==> config.mk <==
export PLATFORM = sky130hd
export DESIGN_NAME = io_pins_readback
export DESIGN_NICKNAME = d
export VERILOG_FILES = /design/src/rtl/io_pins_readback_pkg.sv /design/src/rtl/io_pins_readback_bank.sv /design/src/rtl/io_pins_readback.sv
export SDC_FILE = /design/constraint.sdc
export NUM_CORES = 1
export LEC_CHECK = 0
export CORE_MARGIN = 3
export CORE_UTILIZATION = 32
export CTS_BUF_LIST = sky130_fd_sc_hd__clkbuf_16
export DETAILED_ROUTE_END_ITERATION = 12
export PLACE_DENSITY = 0.48
export SLEW_MARGIN = 10
export SYNTH_ARGS = -nofsm -noshare
export SYNTH_HDL_FRONTEND = slang
export SYNTH_SLANG_ARGS = --single-unit
==> constraint.sdc <==
create_clock -name clock -period 50 [get_ports clock]
set_clock_uncertainty 0.2 [all_clocks]
set_input_delay 12.5 -clock clock [delete_from_list [all_inputs] [get_ports clock]]
set_output_delay 12.5 -clock clock [all_outputs]
set_load 0.005 [all_outputs]
==> src/rtl/io_pins_readback_pkg.sv <==
// Shared types, register map and address-decode helper for the io pin readback block.
// Latency: n/a (declarations only).
// Backpressure: none; the config bus is fire-and-forget.
package io_pins_readback_pkg;

    localparam int NUM_BANKS = 4;
    localparam int BANK_W    = 16;

    // Register map entries mirrored from the shared fpga_regs definitions (bank 0 of each group).
    localparam logic [6:0] FR_IO_EDGE_0  = 7'd80;
    localparam logic [6:0] FR_IO_CLR_0   = 7'd84;
    localparam logic [6:0] FR_IO_IRQEN_0 = 7'd88;

    typedef logic [BANK_W-1:0] bank_t;

    // Readback word layout: sticky events in the upper half, synchronized pins in the lower half.
    typedef struct packed {
        bank_t events;
        bank_t pins;
    } rb_word_t;

    // One-hot per-bank write strobe for a register group starting at base.
    function automatic logic [NUM_BANKS-1:0] decode_bank(input logic [6:0] addr,
                                                         input logic [6:0] base,
                                                         input logic       strobe);
        logic [NUM_BANKS-1:0] hit;
        hit = '0;
        for (int n = 0; n < NUM_BANKS; n++) begin
            hit[n] = strobe && (addr == base + 7'(n));
        end
        return hit;
    endfunction

endpackage

==> src/rtl/io_pins_readback_bank.sv <==
// One 16-bit bank: input synchronizer, edge select, sticky event and irq-enable registers.
// Latency: pad change to event set is SYNC_STAGES+1 clocks.
// Backpressure: none; writes take effect on the strobe cycle.
module io_bank_capture
    import io_pins_readback_pkg::*;
#(
    parameter int SYNC_STAGES = 2
) (
    input  logic        clock,
    input  logic        reset,
    input  bank_t       pad,
    input  logic        edge_we,
    input  logic        clr_we,
    input  logic        mask_we,
    input  logic [31:0] wr_data,
    input  logic        prime_done,
    output bank_t       pins,
    output bank_t       events,
    output bank_t       irq_en
);

    logic [SYNC_STAGES-1:0][BANK_W-1:0] sync_q;
    bank_t prev_q;
    bank_t edge_rise;
    bank_t edge_fall;
    bank_t new_edges;

    assign pins = sync_q[SYNC_STAGES-1];

    // Synchronizer chain for asynchronous pads; stage 0 is the metastability catcher.
    always_ff @(posedge clock or posedge reset) begin
        if (reset) begin
            sync_q <= '0;
        end else begin
            sync_q[0] <= pad;
            for (int k = 1; k < SYNC_STAGES; k++) begin
                sync_q[k] <= sync_q[k-1];
            end
        end
    end

    // Previous synchronized sample for edge comparison.
    always_ff @(posedge clock or posedge reset) begin
        if (reset) begin
            prev_q <= '0;
        end else begin
            prev_q <= pins;
        end
    end

    // Qualified edges; held off until the synchronizer has filled with real pad values.
    always_comb begin
        new_edges = '0;
        if (prime_done) begin
            new_edges = (pins & ~prev_q & edge_rise) | (~pins & prev_q & edge_fall);
        end
    end

    // Edge-select configuration: rising mask in the upper half, falling mask in the lower.
    always_ff @(posedge clock or posedge reset) begin
        if (reset) begin
            edge_rise <= '0;
            edge_fall <= '0;
        end else if (edge_we) begin
            edge_rise <= wr_data[31:16];
            edge_fall <= wr_data[15:0];
        end
    end

    // Sticky events with write-1-to-clear; a fresh edge wins over a simultaneous clear.
    always_ff @(posedge clock or posedge reset) begin
        if (reset) begin
            events <= '0;
        end else if (clr_we) begin
            events <= (events & ~wr_data[15:0]) | new_edges;
        end else begin
            events <= events | new_edges;
        end
    end

    // Irq enables: upper half selects which bits to update, lower half gives their new value.
    always_ff @(posedge clock or posedge reset) begin
        if (reset) begin
            irq_en <= '0;
        end else if (mask_we) begin
            irq_en <= (irq_en & ~wr_data[31:16]) | (wr_data[15:0] & wr_data[31:16]);
        end
    end

endmodule

==> src/rtl/io_pins_readback.sv <==
// Four-bank pad readback: address decode, priming counter, readback mux and irq aggregation.
// Latency: readback 1 clock from rb_sel; irq 1 clock after event/enable change.
// Backpressure: none; config writes are accepted on every strobe.
module io_pins_readback
    import io_pins_readback_pkg::*;
#(
    parameter int         SYNC_STAGES    = 2,
    parameter logic [6:0] ADDR_EDGE_BASE = FR_IO_EDGE_0,
    parameter logic [6:0] ADDR_CLR_BASE  = FR_IO_CLR_0,
    parameter logic [6:0] ADDR_MASK_BASE = FR_IO_IRQEN_0
) (
    input  logic        clock,
    input  logic        reset,
    input  logic [15:0] io_0,
    input  logic [15:0] io_1,
    input  logic [15:0] io_2,
    input  logic [15:0] io_3,
    input  logic [6:0]  serial_addr,
    input  logic [31:0] serial_data,
    input  logic        serial_strobe,
    input  logic [1:0]  rb_sel,
    output logic [31:0] readback_data,
    output logic        irq
);

    localparam int               PW        = $clog2(SYNC_STAGES + 2);
    localparam logic [PW-1:0]    PRIME_LEN = PW'(SYNC_STAGES + 1);

    bank_t                 pads   [NUM_BANKS];
    bank_t                 pins   [NUM_BANKS];
    bank_t                 events [NUM_BANKS];
    bank_t                 irq_en [NUM_BANKS];
    logic [NUM_BANKS-1:0]  edge_we;
    logic [NUM_BANKS-1:0]  clr_we;
    logic [NUM_BANKS-1:0]  mask_we;
    logic [PW-1:0]         prime_cnt;
    logic                  prime_done;
    logic                  irq_next;
    rb_word_t              rb_next;

    assign pads[0] = io_0;
    assign pads[1] = io_1;
    assign pads[2] = io_2;
    assign pads[3] = io_3;

    assign edge_we = decode_bank(serial_addr, ADDR_EDGE_BASE, serial_strobe);
    assign clr_we  = decode_bank(serial_addr, ADDR_CLR_BASE,  serial_strobe);
    assign mask_we = decode_bank(serial_addr, ADDR_MASK_BASE, serial_strobe);

    assign prime_done = (prime_cnt == PRIME_LEN);

    // Priming counter: saturates once the synchronizer and prev stage hold post-reset samples.
    always_ff @(posedge clock or posedge reset) begin
        if (reset) begin
            prime_cnt <= '0;
        end else if (!prime_done) begin
            prime_cnt <= prime_cnt + 1'b1;
        end
    end

    for (genvar g = 0; g < NUM_BANKS; g++) begin : g_bank
        io_bank_capture #(
            .SYNC_STAGES (SYNC_STAGES)
        ) u_cap (
            .clock      (clock),
            .reset      (reset),
            .pad        (pads[g]),
            .edge_we    (edge_we[g]),
            .clr_we     (clr_we[g]),
            .mask_we    (mask_we[g]),
            .wr_data    (serial_data),
            .prime_done (prime_done),
            .pins       (pins[g]),
            .events     (events[g]),
            .irq_en     (irq_en[g])
        );
    end

    // Combine enabled events from every bank and build the selected readback word.
    always_comb begin
        irq_next = 1'b0;
        for (int b = 0; b < NUM_BANKS; b++) begin
            irq_next = irq_next | (|(events[b] & irq_en[b]));
        end
        rb_next.events = events[rb_sel];
        rb_next.pins   = pins[rb_sel];
    end

    // Registered outputs so the readback bus and interrupt line are glitch-free.
    always_ff @(posedge clock or posedge reset) begin
        if (reset) begin
            readback_data <= '0;
            irq           <= 1'b0;
        end else begin
            readback_data <= rb_next;
            irq           <= irq_next;
        end
    end

endmodule

; After elaboration in Yosys (flattened, before gate mapping)
; Cells that the tools add are included.
; W data, S select, Z words.
[totals]
out_inout_bits = 33
word_cells = 135
register_bits = 483
in_bits = 108
[op_classes]
n_reduce_logical = 16
add_sub_neg = 1
bitwise_logic = 59
eq_ne = 13
n_lt_le_gt_ge = 1
muxes = 14
[op_table]
columns = op, count
row1 = $and A16 B16 Y16, 29
row2 = $or A16 B16 Y16, 16
row3 = $mux W16, 12
row4 = $not A16 Y16, 10
row5 = $eq A7 B7 Y1 const B, 12
row6 = $bmux W16 S2, 2
row7 = $reduce_or A16 Y1, 4
row8 = $logic_and A1 B1 Y1, 12
row9 = $ge A3 B3 Y1 const B, 1
row10 = $not A2 Y3, 1
row11 = $or A1 B1 Y1, 3
row12 = $add A2 B1 Y2 const B, 1
row13 = $eq A2 B2 Y1 const B, 1

; Longest topological paths before layout
; Gate-level depths: netlist (run 1).
[logic_depth]
ltp_word = 7
ltp_mapped = 6
ltp_nobuf = 4

; Cells and area by module
; From an unflattened synthesis (run 1), not the netlist that was laid out.
[hier_totals]
cells_unflattened = 1207
area_unflattened_um2 = 18840.6
[modules_own_cells]
columns = mod, cells_each, n_inst, area_each_um2, seq_area_each_um2
row1 = io_bank_capture, 268, 4, 4177.8, 2802.7
row2 = io_pins_readback, 135, 1, 2129.5, 875.8

; Least setup slack after synthesis (run 1)
; No wires, ideal clock.
[synth_timing]
path_type = input to register
startpoint = in serial_addr[5]
endpoint = reg g_bank[0].u_cap.edge_rise[0]
required_time_ns = 49.675
t_arrival_ns = 13.742
slack_ns = 35.934
n_path_buf = 2
cell_stages = 5
setup_time_ns = 0.125
cell_sequence = nand4b_4 buf_6 nor4b_4 buf_2 mux2_2
[synth_via]
elab_chain_len = 2
[synth_rtl]
columns = item, line_no
row1 = "start, declared", io_pins_readback.sv:18  ; input logic [6:0] serial_addr,
row2 = $eq A7 B7 Y1, io_pins_readback_pkg.sv:29  ; hit[n] = strobe && (addr == base + 7'(n));
row3 = $logic_and A1 B1 Y1, io_pins_readback_pkg.sv:29
row4 = "end signal, assigned", io_pins_readback_bank.sv:65  ; edge_rise <= wr_data[31:16];
row5 = "end, declared", io_pins_readback_bank.sv:24  ; bank_t edge_rise;
; Every way passes these cells.
; A chain may end at the register's enable or synchronous reset.

; Final worst setup path (run 1)
[layout_timing]
startpoint = in serial_addr[0]
endpoint = reg g_bank[3].u_cap.edge_rise[10]
[layout_via]
elab_chain_len = 2
[layout_rtl]
columns = item, line_no
row1 = $eq A7 B7 Y1, io_pins_readback_pkg.sv:29
row2 = $logic_and A1 B1 Y1, io_pins_readback_pkg.sv:29
row3 = "end signal, assigned", io_pins_readback_bank.sv:65
row4 = "end, declared", io_pins_readback_bank.sv:24
; Every way passes these cells.

==> flow_metrics.tcl, run 1 <==
set metrics [dict create \
    status "completed" \
    clk_pin_slew_ns 0.06 \
    antenna_found_initial 0 \
    end_kind "register" \
    rows 86 \
    synth.avg_cell_area_um2 14.9 \
    tightest_slew_ns 1.19 \
    place_area_mm2 0.0202 \
    cts_tree "done" \
    holdPathEnd "g_bank[3].u_cap.pins[1]" \
    hold_class "register to register" \
    clock_latency_ns 0.59 \
    cts-htree-levels 2 \
    die_h_um 243 \
    drcViolationCount 0 \
    synthFlopType "dfrtp_1" \
    dr.pass1.iters 5 \
    synth_top_family_by_area "multiplexers" \
    start_util 0.325 \
    grt_pass1_vias 11165 \
    rsz0062_at_grt "false" \
    synth-compound-area-share 0.0638 \
    gp_congestion 0.726 \
    clock-sinks 483 \
    peakVddDrop_mv 0.0254 \
    arrival_ns 15.42 \
    grt_use_total 0.154 \
    yosysTopAreaCell "dfrtp_1" \
    setup_viol 0 \
    wl_mm 44.1 \
    crit_type "input pin to register" \
    swShare 0.247 \
    rr_worst_depth 4 \
    synth_xor_area_frac 0.000488 \
    tns_ns 0 \
    drt-vias-per-instance 4.85 \
    fmax_mhz 66.0 \
    p_leak_nw 9.61 \
    synth-async-reset-ratio 1.00 \
    min_period_ns 15.16 \
    numCtsBuffers 53 \
    switchingPower_mw 0.235 \
    cts-root-buf "clkbuf_16" \
    regToRegStartpoint "g_bank[0].u_cap.events[15]" \
    io-pin-count 141 \
    synth_area_mm2 0.0180 \
    num_antenna_cells 0 \
    maxSlewViolCount 0 \
    cts_resized 0 \
    hpwl_mm 27.9 \
    synth_area_leaders "dfrtp_1, mux2_2, nand2_1, mux4_2, a22o_1" \
    ant_nets 0 \
    power_frac_seq 0.506 \
    crit_path_start_kind "input pin" \
    reg2reg_to "irq" \
    drive_gt1_frac 0.215 \
    cp_max_fo 17 \
    syn-num-nets 1315 \
    synthMuxAreaShare 0.163 \
    area_growth_pct 21.5 \
    yosys.area_share.adder 0.000697 \
    hold_start "g_bank[3].u_cap.sync_q[1]" \
    synth_common_cells "dfrtp_1, nand2_1, mux2_2" \
    cap_viol_max_count 0 \
    syn_inst 1206 \
    final_cell_area_mm2 0.0218 \
    fin_crit_sh 0.303 \
    p_comb_frac 0.102 \
    port_buffers 140 \
    cts_setup_buffers 0 \
    slew-limit-headroom 0.203 \
    overflow 0 \
    holdPathStages 0 \
    clk_path_buf_depth 3 \
    num-nets-final 1472 \
    yosysSeqAreaShare 0.673 \
    yosys_warnings 0 \
    yosys.cell_types.count 29 \
    final-hold-violation-count 0 \
    r2r_slack_ns 47.75 \
    num_vias 10431 \
    die_x_um 243 \
    yosys.area_share.simple 0.0837 \
    cp.required_ns 50.26 \
    ys_seq_elements 483 \
    core_mm2 0.0553 \
    wl_per_cell_um 20.5 \
    drt-initial-drc-count 637 \
    clkPwrFrac 0.391 \
    ctsHoldBuffers 0 \
    grt_pass1_wl_mm 70.0 \
    die_area_mm2 0.0590 \
    p_per_area_mw_per_mm2 43.6 \
    netlist.area_leader.share 0.673 \
    yosysMostFrequentCell "dfrtp_1" \
    intPower_mw 0.716 \
    grt_max_degree 149 \
    synth_edf_count 0 \
]
==> layer usage <==
layer,track usage,share of wire,up-vias
li1,-,-,4655
met1,0.223,0.48,5509
met2,0.238,0.46,205
met3,0.0256,0.039,62
met4,0.0448,0.021,0
met5,0,0,-
==> layout make-up <==
class	count	area, um2
fill	5216	33500
tap	748	936
sequential	483	12100
inverter	2	17.5
timing repair buffer	155	1520
multi-input combinational	668	5620
clock buffer	55	1380
clock inverter	41	269
==> power by group through the flow <==
stage                     Clock, mW  Sequential [mW]  Combinational, mW
after floorplan                   0            0.469             0.0564
after global placement            0            0.488             0.0982
after detailed placement          0            0.488             0.0996
after CTS                     0.387            0.482              0.100
after global routing          0.401            0.488              0.107
final                         0.372            0.481             0.0973
==> through the flow <==
step / worst slack [ns] / total power, mW / hold slack, ns / util / instances
final: 34.84 / 0.951 / 0.142 / 0.395 / 2152
after global routing: 34.48 / 0.996 / 0.150 / 0.395 / 2152
after CTS: 34.83 / 0.969 / 0.147 / 0.395 / 2152
after detailed placement: 34.20 / 0.588 / 0.135 / 0.365 / 2056
after global placement: 34.27 / 0.586 / 0.133 / 0.365 / 2056
after floorplan: 23.82 / 0.525 / 0.131 / - / 1206
==> critical path, stage by stage <==
cell             delay [ns]
clkdlybuf4s50_1        0.91
inv_4                  0.15
nor2_1                 0.19
nand3_1                0.75
buf_4                  0.54
mux2_1                 0.34
==> cells in the final DEF, fill, tap and decap left out, types with 2 or more instances in the layout <==
master	synthesis	routed
a22o_1	80	80
mux2_2	165	165
clkinv_2	0	4
mux2_4	10	10
nand2_1	193	193
mux4_2	32	32
nand4_1	4	4
mux2_1	18	18
clkinv_1	0	19
dfrtp_1	483	483
buf_4	4	14
a221oi_1	16	16
buf_2	19	2
clkdlybuf4s50_1	0	138
nand2b_1	2	2
o21ai_0	61	61
clkbuf_16	0	55
nand3b_1	70	70
nor3_4	2	5
nor2_1	2	2
inv_1	1	13
nor4_4	4	4
bufinv_16	0	4
==> worst max path at each step <==
stage                         startpoint                       endpoint  slack, ns  cells past startpoint
after global routing               reset              readback_data[24]      34.48                      4
after global placement             reset      g_bank[1].u_cap.sync_q[7]      34.27                      4
after floorplan                    reset     asynchronous set/reset pin      23.82                      1
after CTS                          reset      g_bank[2].u_cap.sync_q[7]      34.83                      4
after detailed placement           reset        g_bank[0].u_cap.pins[7]      34.20                      4
final                     serial_addr[0]  g_bank[3].u_cap.edge_rise[10]      34.84                      6
==> cells by family after synthesis <==
family          count (synthesis)
flops                         483
mux                           225
fa+ha+maj                       1
simple gates                  284
compound gates                157
xor+xnor                        1
buf+inv                        55
Note: power is estimated with default switching activity, not from simulation.
==> inputs of run 2 (changes only) <==
--- a/config.mk
+++ b/config.mk
@@ -9,7 +9,7 @@
 export CORE_UTILIZATION = 32
 export CTS_BUF_LIST = sky130_fd_sc_hd__clkbuf_16
 export DETAILED_ROUTE_END_ITERATION = 12
-export PLACE_DENSITY = 0.48
+export PLACE_DENSITY = 0.5
 export SLEW_MARGIN = 10
 export SYNTH_ARGS = -nofsm -noshare
 export SYNTH_HDL_FRONTEND = slang
==> constraint.sdc (replaced) <==
create_clock -name clock -period 12.3 [get_ports clock]
set_clock_uncertainty 0.2 [all_clocks]
set_input_delay 3.075 -clock clock [delete_from_list [all_inputs] [get_ports clock]]
set_output_delay 3.075 -clock clock [all_outputs]
set_load 0.005 [all_outputs]
==> flow_metrics.tcl, run 2 (synthesis results as in run 1) <==
set metrics [dict create \
    drive_gt1_frac 0.225 \
    rsz0062_at_grt "false" \
    drcViolationCount 0 \
    reg2reg_to "irq" \
    cap_viol_max_count 0 \
    clock-sinks 483 \
    rows 86 \
    clkPwrFrac 0.413 \
    cts-root-buf "clkbuf_16" \
    p_leak_nw 9.69 \
    drt-initial-drc-count 669 \
    setup_viol 0 \
    drt-vias-per-instance 4.83 \
    num_antenna_cells 0 \
    cts-htree-levels 2 \
    grt_use_total 0.153 \
    fmax_mhz 178 \
    status "completed" \
    intPower_mw 3.05 \
    hold_class "register to register" \
    die_area_mm2 0.0590 \
    peakVddDrop_mv 0.0994 \
    cp.required_ns 12.56 \
    cp_max_fo 20 \
    cp-endpoint "g_bank[3].u_cap.edge_rise[10]" \
    numCtsBuffers 53 \
    ctsHoldBuffers 0 \
    clk_pin_slew_ns 0.06 \
    p_comb_frac 0.099 \
    min_period_ns 5.62 \
    layout_commonest_cell "dfrtp_1" \
    port_buffers 140 \
    p_per_area_mw_per_mm2 182 \
    clk_path_buf_depth 3 \
    crit_type "input pin to register" \
    regToRegStartpoint "g_bank[2].u_cap.events[13]" \
    cts_setup_buffers 0 \
    start_util 0.325 \
    num-nets-final 1471 \
    io-pin-count 141 \
    tns_ns 0 \
    cts_resized 0 \
    r2r_slack_ns 10.10 \
    num_vias 10402 \
    maxSlewViolCount 0 \
    grt_max_degree 170 \
    grt_pass1_wl_mm 69.9 \
    ant_nets 0 \
    switchingPower_mw 0.968 \
    end_kind "register" \
    critPathLaunch "serial_addr[0]" \
    fillers 5226 \
    tightest_slew_ns 1.05 \
    gp_congestion 0.744 \
    final-hold-violation-count 0 \
    crit_path_start_kind "input pin" \
    final_cell_mix "dfrtp_1, nand2_1, mux2_2, clkdlybuf4s50_1, a22o_1" \
    area_growth_pct 22.6 \
    die_x_um 243 \
    antenna_found_initial 1 \
    wl_per_cell_um 20.5 \
    hpwl_mm 28.0 \
    fin_crit_sh 0.457 \
    arrival_ns 5.88 \
    grt_pass1_vias 11209 \
    cts_tree "done" \
    swShare 0.241 \
    rr_worst_depth 4 \
    power_frac_seq 0.487 \
    die_h_um 243 \
    overflow 0 \
    slew-limit-headroom 0.298 \
    clock_latency_ns 0.60 \
    core_mm2 0.0553 \
    place_area_mm2 0.0202 \
    wl_mm 44.1 \
    dr.pass1.iters 4 \
    final_cell_area_mm2 0.0220 \
]
run 2: cell types whose count changed in the layout (fill, tap and decap cells not counted), sizes merged:
| cell | delta |
|---|---|
| buf | -1 |
| bufinv | +6 |
| clkinv | -5 |
| clkinvlp | +2 |
| inv | -1 |
run 2: worst min path at each step:
| stage | from | slack, ns | to | cells past startpoint |
|---|---|---|---|---|
| after floorplan | g_bank[0].u_cap.sync_q[0] | 0.13 | g_bank[0].u_cap.pins[0] | 0 |
| after global placement | g_bank[3].u_cap.sync_q[14] | 0.13 | g_bank[3].u_cap.pins[14] | 0 |
| after CTS | g_bank[2].u_cap.sync_q[3] | 0.15 | g_bank[2].u_cap.pins[3] | 0 |
| after global routing | g_bank[2].u_cap.sync_q[3] | 0.15 | g_bank[2].u_cap.pins[3] | 0 |
| after detailed placement | g_bank[1].u_cap.sync_q[14] | 0.13 | g_bank[1].u_cap.pins[14] | 0 |
| final | g_bank[2].u_cap.sync_q[7] | 0.14 | g_bank[2].u_cap.pins[7] | 0 |
run 2: layout make-up:
class	instances	area, um2	area share
Clock buffer	55	1380	0.0625
Clock inverter	43	458	0.0208
Inverter	2	13.8	0.000625
Multi-Input combinational cell	668	5620	0.255
Sequential cell	483	12100	0.549
Tap cell	748	936	0.0425
Timing Repair Buffer	154	1520	0.0691
run 2: through the flow:
stage / hold slack, ns / setup slack, ns / power, mW / utilization / instances
2_1_floorplan: 0.131 / 2.48 / 2.14 / - / 1206
3_3_place_gp: 0.133 / 6.22 / 2.38 / 0.365 / 2055
3_5_place_dp: 0.135 / 6.08 / 2.39 / 0.365 / 2055
4_1_cts: 0.148 / 6.73 / 4.08 / 0.398 / 2153
5_1_grt: 0.148 / 6.60 / 4.20 / 0.398 / 2153
6_report: 0.145 / 6.68 / 4.01 / 0.398 / 2153
run 2: critical path: stages:
cell and delay (ns):
clkdlybuf4s50_1 0.91, inv_4 0.16, nor2_1 0.19, nand3_1 0.63, buf_4 0.52, mux2_1 0.36
run 2: routing by layer:
metal	track usage	vias to the layer above	part of all wire
met5	0	-	0.00016
met4	0.0439	2	0.021
met3	0.0281	68	0.041
met2	0.239	204	0.46
met1	0.220	5484	0.48
li1	-	4644	-
run 2: power groups by stage:
stage | clock [mW] | combinational (mW) | sequential, mW
after CTS | 1.71 | 0.410 | 1.96
after global routing | 1.78 | 0.437 | 1.98
after detailed placement | 0 | 0.408 | 1.98
after global placement | 0 | 0.401 | 1.98
after floorplan | 0 | 0.230 | 1.91
final | 1.66 | 0.399 | 1.96
==> inputs of run 3 (changes only) <==
==> constraint.sdc (replaced) <==
create_clock -name clock -period 4.5 [get_ports clock]
set_clock_uncertainty 0.2 [all_clocks]
set_input_delay 1.125 -clock clock [delete_from_list [all_inputs] [get_ports clock]]
set_output_delay 1.125 -clock clock [all_outputs]
set_load 0.005 [all_outputs]
==> flow_metrics.tcl, run 3 (synthesis results as in run 1) <==
set metrics [dict create \
    wl_mm 44.3 \
    clk_pin_slew_ns 0.05 \
    layout.cells.non_filler 2167 \
    wl_per_cell_um 20.4 \
    peakVddDrop_mv 0.303 \
    ctsHoldBuffers 0 \
    grt_use_total 0.153 \
    cap_viol_max_count 0 \
    path_depth 7 \
    fin_crit_sh 0.681 \
    crit_path_start_kind "input pin" \
    dr.pass1.iters 5 \
    end_kind "register" \
    grt_pass1_vias 11216 \
    hpwl_mm 28.8 \
    final_cell_mix "dfrtp_1, nand2_1, mux2_2, clkdlybuf4s50_1, a22o_1" \
    overflow 0 \
    path_buf_inv 4 \
    area_growth_pct 23.2 \
    numCtsBuffers 53 \
    path_cells "clkdlybuf4s50_1 > inv_4 > nor2_1 > nand3_1 > buf_4 > buf_4 > mux2_2" \
    clk_path_buf_depth 3 \
    slew-limit-headroom 0.328 \
    finalWorstSetupSlack_ns 1.44 \
    layout_commonest_cell "dfrtp_1" \
    grt_busiest_layer "met2" \
    cp_slowest_cell "clkdlybuf4s50_1" \
    cp_max_fo 19 \
    crit_top_cell "buf_4" \
    crit_type "input pin to register" \
    min_period_ns 3.06 \
    tightest_slew_ns 1.01 \
    cts_resized 0 \
    rr_worst_depth 4 \
    drt-vias-per-instance 4.81 \
    start_util 0.325 \
    hold_class "register to register" \
    die_area_mm2 0.0590 \
    cts_setup_buffers 0 \
    cts-htree-levels 2 \
    final-hold-violation-count 0 \
    p_leak_nw 9.75 \
    clock_latency_ns 0.59 \
    num_antenna_cells 0 \
    drt-initial-drc-count 637 \
    fillers 5236 \
    holdPathStages 0 \
    grt_max_degree 89 \
    rows 86 \
    rsz0062_at_grt "false" \
    status "completed" \
    cts_tree "done" \
    io-pin-count 141 \
    port_buffers 140 \
    maxSlewViolCount 0 \
    drcViolationCount 0 \
    drive_gt1_frac 0.231 \
    p_per_area_mw_per_mm2 488 \
    gr-usage-met1 0.218 \
    setup_viol 0 \
    clock-sinks 483 \
    cts-root-buf "clkbuf_16" \
    grt_pass1_wl_mm 69.5 \
    die_h_um 243 \
    cpPeakStageDelay_ns 0.73 \
    ant_nets 0 \
    cp.required_ns 4.76 \
    crit_family "buffers and inverters" \
    num-nets-final 1489 \
    dp_slack_ns 0.786 \
    fmax_mhz 326 \
    met2_usage 0.240 \
    num_vias 10434 \
    gp_congestion 0.734 \
    die_x_um 243 \
    antenna_found_initial 1 \
    fin_hold_ws_ns 0.145 \
    dpl.cell_count 2073 \
    core_mm2 0.0553 \
    grt_use_met3 0.0271 \
    arrival_ns 3.32 \
]
[run 3: through the flow]
step | power, mW | area [um2] | setup TNS [ns] | utilization
after detailed placement | 6.56 | 20400 | 0 | 0.369
after global placement | 6.54 | 20400 | 0 | 0.369
after CTS | 11.0 | 22100 | 0 | 0.400
after floorplan | 5.84 | 18000 | -1628.53 | -
final | 10.8 | 22100 | 0 | 0.400
after global routing | 11.3 | 22100 | 0 | 0.400
[run 3: path summary, 6_finish.rpt]
| path | to | from | slack [ns] |
|---|---|---|---|
| min reg2reg | g_bank[3].u_cap.pins[0] | g_bank[3].u_cap.sync_q[0] | 0.14 |
| max reg2reg | irq | g_bank[3].u_cap.events[10] | 2.27 |
| max in group asynchronous | g_bank[1].u_cap.pins[12] | reset | 2.39 |
| min in group asynchronous | g_bank[3].u_cap.events[2] | reset | 0.81 |
| max | g_bank[3].u_cap.edge_fall[0] | serial_addr[0] | 1.44 |
| min | g_bank[3].u_cap.pins[0] | g_bank[3].u_cap.sync_q[0] | 0.14 |
[run 3: layout make-up]
cell class | count | area, um2 | area share
flip-flops and latches | 483 | 12100 | 0.546
multi-input cells | 668 | 5620 | 0.254
repair buffers | 172 | 1730 | 0.0783
clock buffers | 55 | 1380 | 0.0622
well taps | 748 | 936 | 0.0423
clock inverters | 39 | 355 | 0.0161
inverters | 2 | 13.8 | 0.000622
[run 3: power breakdown]
| part | internal [mW] | leakage (nW) | switching (mW) |
|---|---|---|---|
| registers | 4.88 | 5.94 | 0.478 |
| logic | 0.677 | 2.91 | 0.422 |
| clock network | 2.59 | 0.899 | 1.73 |
[run 3: metal layers]
metal	wire (um)	vias up
met4	1060	0
li1	-	4677
met3	1800	72
met5	0	-
met1	21200	5503
met2	20200	182
